**src/rtl/fifo_stream_reader.sv**
```systemverilog
// Read-side adapter for the synchronous FIFO: issues reads, absorbs the
// one-cycle read latency in a two-entry buffer and presents a valid/ready
// stream with a count of delivered words.
module fifo_stream_reader #(
  parameter int unsigned DATA_WIDTH = 8,
  parameter int unsigned CNT_WIDTH  = 16
) (
  input  logic                  clk,
  input  logic                  rst,
  input  logic                  fifo_empty,
  input  logic [DATA_WIDTH-1:0] fifo_dout,
  output logic                  fifo_rd_en,
  output logic                  m_valid,
  output logic [DATA_WIDTH-1:0] m_data,
  input  logic                  m_ready,
  output logic [CNT_WIDTH-1:0]  words_out
);

  localparam int unsigned LVL_W = 3;

  logic [1:0]            occ_q;
  logic [1:0]            occ_d;
  logic [1:0]            occ_after_pop;
  logic                  inflight_q;
  logic [DATA_WIDTH-1:0] head_q;
  logic [DATA_WIDTH-1:0] head_d;
  logic [DATA_WIDTH-1:0] tail_q;
  logic [DATA_WIDTH-1:0] tail_d;
  logic                  pop;
  logic [LVL_W-1:0]      level_after;

  assign m_data = head_q;

  // Next buffer state: pop shifts tail to head, in-flight word lands in the
  // first free slot left after the pop; a read is issued only if it fits.
  always_comb begin
    pop           = m_valid & m_ready;
    level_after   = LVL_W'(occ_q) + LVL_W'(inflight_q) - LVL_W'(pop);
    occ_after_pop = occ_q - 2'(pop);
    occ_d         = level_after[1:0];
    head_d        = head_q;
    tail_d        = tail_q;
    fifo_rd_en    = !rst && !fifo_empty && (level_after < LVL_W'(2));

    if (pop) begin
      head_d = tail_q;
    end
    if (inflight_q) begin
      if (occ_after_pop == 2'd0) begin
        head_d = fifo_dout;
      end else begin
        tail_d = fifo_dout;
      end
    end
  end

  // State registers, registered valid flag and delivered-word counter.
  always_ff @(posedge clk) begin
    if (rst) begin
      occ_q      <= 2'd0;
      inflight_q <= 1'b0;
      head_q     <= '0;
      tail_q     <= '0;
      m_valid    <= 1'b0;
      words_out  <= '0;
    end else begin
      occ_q      <= occ_d;
      inflight_q <= fifo_rd_en;
      head_q     <= head_d;
      tail_q     <= tail_d;
      m_valid    <= (occ_d != 2'd0);
      if (pop) begin
        words_out <= words_out + CNT_WIDTH'(1);
      end
    end
  end

endmodule

```
**config.mk**
```make
export PLATFORM = sky130hd
export DESIGN_NAME = fifo_stream_reader
export DESIGN_NICKNAME = d
export VERILOG_FILES = /design/src/rtl/fifo_stream_reader.sv
export SDC_FILE = /design/constraint.sdc
export NUM_CORES = 1
export LEC_CHECK = 0
export ABC_AREA = 1
export BUFFER_PORTS_ARGS = -buffer_cell sky130_fd_sc_hd__buf_4
export CORE_MARGIN = 8
export CORE_UTILIZATION = 30
export DETAILED_ROUTE_END_ITERATION = 8
export PLACE_DENSITY = 0.5
export SETUP_SLACK_MARGIN = 0.3
export SYNTH_ARGS = -nofsm -noshare
export SYNTH_HDL_FRONTEND = slang
export SYNTH_SLANG_ARGS = --single-unit
```
**constraint.sdc**
```tcl
create_clock -name clk -period 2.7 [get_ports clk]
set_input_delay 0.405 -clock clk [delete_from_list [all_inputs] [get_ports clk]]
set_output_delay 0.405 -clock clk [all_outputs]
set_load 0.1 [all_outputs]
```
==> run_results.csv, run 1 <==
group,metric,value,unit
worst_hold_path,hold_end,"inflight_q",
synth,synthAdderAreaFrac,2.634,%
route,wire_per_inst,11.49,microns
timing,slew_headroom,46.28,%
critical_path,critical_path_class,"reg2out",
route,drt-total-wl,4204,microns
clock_network,numCtsBuffers,5,
critical_path,cp-start-kind,"register",
pwr,power_leakage,0.9866,nW
synth,syn_nets,265,
worst_hold_path,hold_start,"fifo_empty",
route,antenna_left,0,
critical_path,arrival,2.03,ns
timing,rsz0062_at_grt,"yes",
critical_path,r2r-start,"m_valid",
floorplanning,io-pin-count,38,
global_routing,grt_max_degree,27,
critical_path,crit_top_cell,"nand2_2",
placement,io_buffers,37,
flow_run,max-cap-violations,0,
floorplanning,rows,27,
final_layout,drive_gt1_share,20.75,%
critical_path,r2r_end,"m_data[4]",
clock_network,clk_pin_slew_worst_paths,0.07,ns
placement,routabilityCongestion,0.7136,
synth,muxShareOfSynthArea,0,%
critical_path,worstPathRequired,2.30,ns
synth,synth_top_cell_by_area,"dfxtp_1",
final_layout,syn_to_final_growth,30.36,%
critical_path,worst-path-buf-inv,2,
timing,finClkSkew,0.003805,ns
critical_path,path_cells,"nand2_8 > inv_4 > nand2_2 > nand2_2 > ha_4 > fa_2 > nor4_4 > buf_6",
route,drt_iter0_markers,68,
timing,worst_pin_slew,0.8049,ns
synth,postSynthAreaPerCell,6.842,sq um
floorplanning,coreArea,5507,sq um
critical_path,reg2reg_slack,1.02,ns
synth,syn_inst,250,
synth,synth_compound_area_share,6.657,%
synth,synth.area.top_cells,"dfxtp_1, nand2_1, nor2_1",
clock_network,clock_latency,0.28,ns
pwr,power_density,973.1,nW/um^2
global_routing,grt_pass1_vias,1489,
clock_network,cts.sinks,36,
critical_path,crit_fanout,4,
timing,finalHoldViolCount,0,
synth,yosysTopAreaCellShare,42.14,%
route,via_per_inst,4.339,
final_layout,diodes,0,
synth,yosysWarningCount,0,
synth,synthSimpleGateAreaFrac,36.80,%
synth,synth_top_family_by_area,"simple AND/OR/NAND/NOR gates",
floorplanning,start_util,31.06,%
floorplanning,die_h,91.51,microns
pwr,ir_drop,0.4875,mV
route,vias,1588,
worst_hold_path,holdPathStages,2,
critical_path,critPathSlowestCell,"fa_2",
timing,fin_crit,2.437,ns
global_routing,grt_usage,10.09,%
clock_network,clockRootBuffer,"clkbuf_8",
critical_path,ff2ff_path_depth,7,
clock_network,hold_buffers,0,
global_routing,grt_pass1_wl,6927,microns
route,drc,0,
placement,placed_cells,355,
global_routing,grt_overflow,0,
timing,fin_hold_ws,0.3119,ns
critical_path,critPathTopFamily,"adder cells",
route,dr.pass1.iters,4,
floorplanning,fp.dieW,91.51,microns
synth,yosys.area_share.xor_xnor,2.999,%
timing,finalSetupViolCount,0,
clock_network,ctsHtreeMaxLevel,2,
synth,yosysSeqAreaShare,42.14,%
synth,syn-cell-area,1710,sq um
critical_path,cpPeakStageDelay,0.46,ns
global_routing,antenna_found_initial,0,
clock_network,cts_tree,"done",
worst_hold_path,hold_class,"in2reg",
final_layout,stdcell_count,366,
timing,fmax,410.4,MHz
synth,synth.ff_latch_count,36,
placement,dp_hpwl,3065,microns
floorplanning,die_area,8373,sq um
run_status,status,"finished, final reports clean",
timing,finalMaxSlewViolations,0,
synth,synth_cell_type_count,26,
clock_network,cts.path.max_buffers,2,
timing,fin_crit_sh,90.25,%
final_layout,fin_nets,308,
critical_path,end_kind,"output pin",
synthesized netlist by cell type, drive strengths merged:
library cell	instances
dfxtp	36
nor3	1
clkbuf	3
inv	30
nand4	3
nor4	2
nor2	56
ha	2
buf	4
o21a	1
nand3b	8
xor2	4
nand2	66
nand3	12
xnor2	1
fa	1
a21oi	8
o21bai	1
o21ai	11
how the worst max path moves through the flow:
| stage | startpoint | to | slack (ns) | cells past startpoint |
|---|---|---|---|---|
| 2_1_floorplan | m_valid | fifo_rd_en | -0.43 | 7 |
| 3_3_place_gp | m_ready | fifo_rd_en | 0.19 | 9 |
| 3_5_place_dp | m_ready | fifo_rd_en | 0.18 | 9 |
| 4_1_cts | m_valid | fifo_rd_en | 0.23 | 8 |
| 5_1_grt | m_valid | fifo_rd_en | 0.18 | 8 |
| 6_report | m_valid | fifo_rd_en | 0.26 | 8 |
cell usage in the layout (no fill, tap or decap), drive strengths merged:
master,instances
a21oi,8
nand4,3
nand3b,8
nor2,56
xnor2,1
xor2,4
o21ai,11
inv,30
fa,1
nand3,12
buf,43
nand2,66
clkbuf,8
nor3,1
dfxtp,36
ha,2
nor4,2
o21bai,1
o21a,1
worst reg2reg max path: cells and delay by family, from the launching register on:
kind	cells	cell delay [ns]
AND/OR/NAND/NOR	3	0.42
flip-flops	1	0.38
AO/OA/AOI/OAI	1	0.26
buffers and inverters	2	0.30
XOR/XNOR	1	0.22
power breakdown:
part / switching (mW) / internal (mW)
clock network: 0.189 / 0.208
registers: 0.0735 / 0.639
logic: 0.776 / 0.285
cell families (layout without fill, tap and decap cells):
logic type | after synthesis | count (layout)
AND/OR/NAND/NOR | 148 | 148
buffers and inverters | 37 | 81
flip-flops | 36 | 36
AO/OA/AOI/OAI | 21 | 21
XOR/XNOR | 5 | 5
adder cells (fa/ha/maj) | 3 | 3
stage by stage:
stage	area, sq um	setup WS (ns)	utilization, %	total power [mW]	TNS, ns
floorplan	1750	-0.4274	-	1.551	-0.4274
global placement	2087	0.1918	37.90	1.750	0
detailed placement	2087	0.1817	37.90	1.752	0
CTS	2230	0.2305	40.49	2.201	0
global route	2230	0.1830	40.49	2.313	0
finish	2230	0.2633	40.49	2.170	0
flip-flops by register name, summed over array words and instances, names as in the netlist:
name and flops:
inflight_q 1, words_out 16, m_valid 1, m_data 8, tail_q 8, occ_q 2
layer usage:
layer	part of all wire [%]	wire length, microns	track usage, %	vias to the layer above
met2	45	1895	16.09	28
met5	0	0	0	-
met4	1.8	77	5.730	0
met3	4.9	207	2.387	5
met1	48	2023	12.15	695
li1	-	-	-	860
final cells by class:
cell class | count | area [sq um]
fill | 606 | 3277
multi-input combinational | 177 | 883.3
sequential | 36 | 724.4
timing repair buffer | 43 | 326.6
inverter | 30 | 115.1
clock buffer | 8 | 90.09
tap | 72 | 90.09
repair_timing:
item	in CTS	in global routing
buffers inserted	3	0
resized for setup	6	0
hold endpoints to repair	0	0
pin swaps	4	1
cloned	0	0
setup endpoints to repair	1	1
No activity file was read; power rests on OpenSTA's default activity.
==> inputs of run 2 (changes only) <==
- ABC_CLOCK_PERIOD_IN_PS: default -> 2700
- HOLD_SLACK_MARGIN: default -> 0.03
- SETUP_SLACK_MARGIN: 0.3 -> 0.1
==> run 2 against run 1 <==
  * Hold slack hardly changed
  * Non-clock buffer count shrank 3
  * First-iteration DRC count fell by 5.9%
  * Largest cell class unchanged
  * Via count decreased by 0.82%
  * Flip-flop and latch count is the same
  * Clock skew about the same
  * Maximum frequency is 3.1% lower
  * Design area decreased by 1.0%
  * Register-to-register slack improved by 0.04 ns
  * Critical path type unchanged
  * Clock-buffer cell count did not move
  * Utilization down 0.41 points
  * Highest routed layer unchanged
==> run_results.csv, run 2 (synthesis gave the netlist of run 1 again) <==
group,metric,value,unit
floorplanning,fp.dieW,91.51,microns
clock_network,clock_latency,0.28,ns
route,via_per_inst,4.339,
floorplanning,io-pin-count,38,
final_layout,largest_reg_flops,16,
timing,rsz0062_at_grt,"no",
global_routing,grt_max_degree,27,
pwr,p_switching,1.035,mW
final_layout,diodes,0,
floorplanning,start_util,31.06,%
critical_path,arrival,2.11,ns
final_layout,regMostFlops,"words_out",
floorplanning,die_area,8373,sq um
critical_path,crit_fanout,8,
clock_network,cts.sinks,36,
run_status,status,"finished, final reports clean",
pwr,switching_share,48.02,%
global_routing,grt_pass1_vias,1481,
global_routing,grt_overflow,0,
pwr,power_density,976.8,nW/um^2
critical_path,end_kind,"output pin",
worst_hold_path,hold_class,"in2reg",
timing,finClkSkew,0.003626,ns
route,drc,0,
final_layout,final_common_cell,"nand2_1",
pwr,power_leakage,0.9738,nW
critical_path,critPathTopFamily,"adder cells",
final_layout,stdcell_count,363,
clock_network,cts_tree,"done",
clock_network,cts.path.max_buffers,2,
timing,fmax,397.7,MHz
route,wire_per_inst,11.53,microns
placement,routabilityCongestion,0.7136,
critical_path,worst-path-buf-inv,2,
critical_path,r2r-start,"m_valid",
floorplanning,coreArea,5507,sq um
clock_network,clk_pin_slew_worst_paths,0.07,ns
final_layout,drive_gt1_share,19.93,%
pwr,ir_drop,0.4596,mV
timing,finalMaxSlewViolations,0,
critical_path,cpPeakStageDelay,0.46,ns
route,drt_iter0_markers,64,
route,antenna_left,0,
floorplanning,rows,27,
final_layout,fillers,608,
timing,fin_crit,2.514,ns
final_layout,register_area,724.4,sq um
timing,fin_hold_ws,0.3122,ns
placement,io_buffers,37,
clock_network,numCtsBuffers,5,
pwr,seqPwrFrac,33.0,%
pwr,p_total,2.156,mW
global_routing,antenna_found_initial,0,
global_routing,grt_pass1_wl,6906,microns
critical_path,critPathSlowestCell,"fa_2",
clock_network,ctsHtreeMaxLevel,2,
critical_path,critical_path_class,"reg2out",
timing,slew_headroom,46.64,%
timing,finalHoldViolCount,0,
final_layout,multiInputGateArea,883.3,sq um
route,vias,1575,
flow_run,max-cap-violations,0,
final_layout,final_cell_mix,"nand2_1, nor2_1, buf_4",
critical_path,path_cells,"nand2_8 > inv_4 > nand2_2 > nand2_2 > ha_4 > fa_2 > nor4_4 > buf_6",
placement,placed_cells,355,
final_layout,syn_to_final_growth,29.04,%
placement,dp_hpwl,3065,microns
critical_path,crit_path_start,"m_valid",
global_routing,grt_usage,10.03,%
pwr,clkPwrFrac,18.4,%
timing,worst_pin_slew,0.7994,ns
pwr,p_comb_share,48.6,%
worst_hold_path,hold_start,"fifo_empty",
critical_path,crit_top_cell,"nand2_2",
timing,finalSetupViolCount,0,
pwr,intPower,1.121,mW
clock_network,clockRootBuffer,"clkbuf_8",
timing,fin_crit_sh,93.12,%
floorplanning,die_h,91.51,microns
critical_path,worstPathRequired,2.30,ns
final_layout,fin_nets,305,
critical_path,cp-start-kind,"register",
route,drt-total-wl,4184,microns
route,dr.pass1.iters,4,
-- run 2: metal layers --
layer,share of wire (%),global-route usage (%),vias to the layer above
li1,-,-,854
met2,45,15.85,26
met5,0,0,-
met1,48,12.15,690
met3,4.7,2.387,5
met4,1.8,5.730,0
-- run 2: through the flow --
step	setup slack (ns)	area, sq um	TNS [ns]	utilization, %
floorplan	-0.4274	1750	-0.4274	-
global placement	0.1918	2087	0	37.90
detailed placement	0.1817	2087	0	37.90
CTS	0.1409	2183	0	39.65
global route	0.09367	2207	0	40.08
finish	0.1858	2207	0	40.08
-- run 2: layout make-up --
| cell class | instances | area share (%) |
|---|---|---|
| clock buffer | 8 | 4.082 |
| multi-input combinational | 177 | 40.02 |
| sequential | 36 | 32.82 |
| timing repair buffer | 40 | 13.78 |
| tap | 72 | 4.082 |
| inverter | 30 | 5.215 |
-- run 2: worst paths after layout --
kind	end	slack [ns]	depth (start not counted)
setup reg to reg	m_valid	1.06	8
hold / removal	inflight_q	0.31	2
setup / recovery	fifo_rd_en	0.19	8
hold reg to reg	tail_q[7]	0.48	2
-- run 2: power by group through the flow --
stage                     clock network, mW  registers, mW  logic (mW)
final                                 0.396          0.712        1.05
after CTS                             0.416          0.707        1.05
after detailed placement                  0          0.718        1.03
after global placement                    0          0.717        1.03
after floorplan                           0           1.09       0.457
after global routing                  0.435          0.725        1.14
-- run 2: repair_timing --
item | in CTS | in global routing
hold buffers | 0 | 0
gates resized for setup | 2 | 4
buffers inserted | 0 | 0
setup endpoints to repair | 1 | 1
pin swaps | 0 | 3
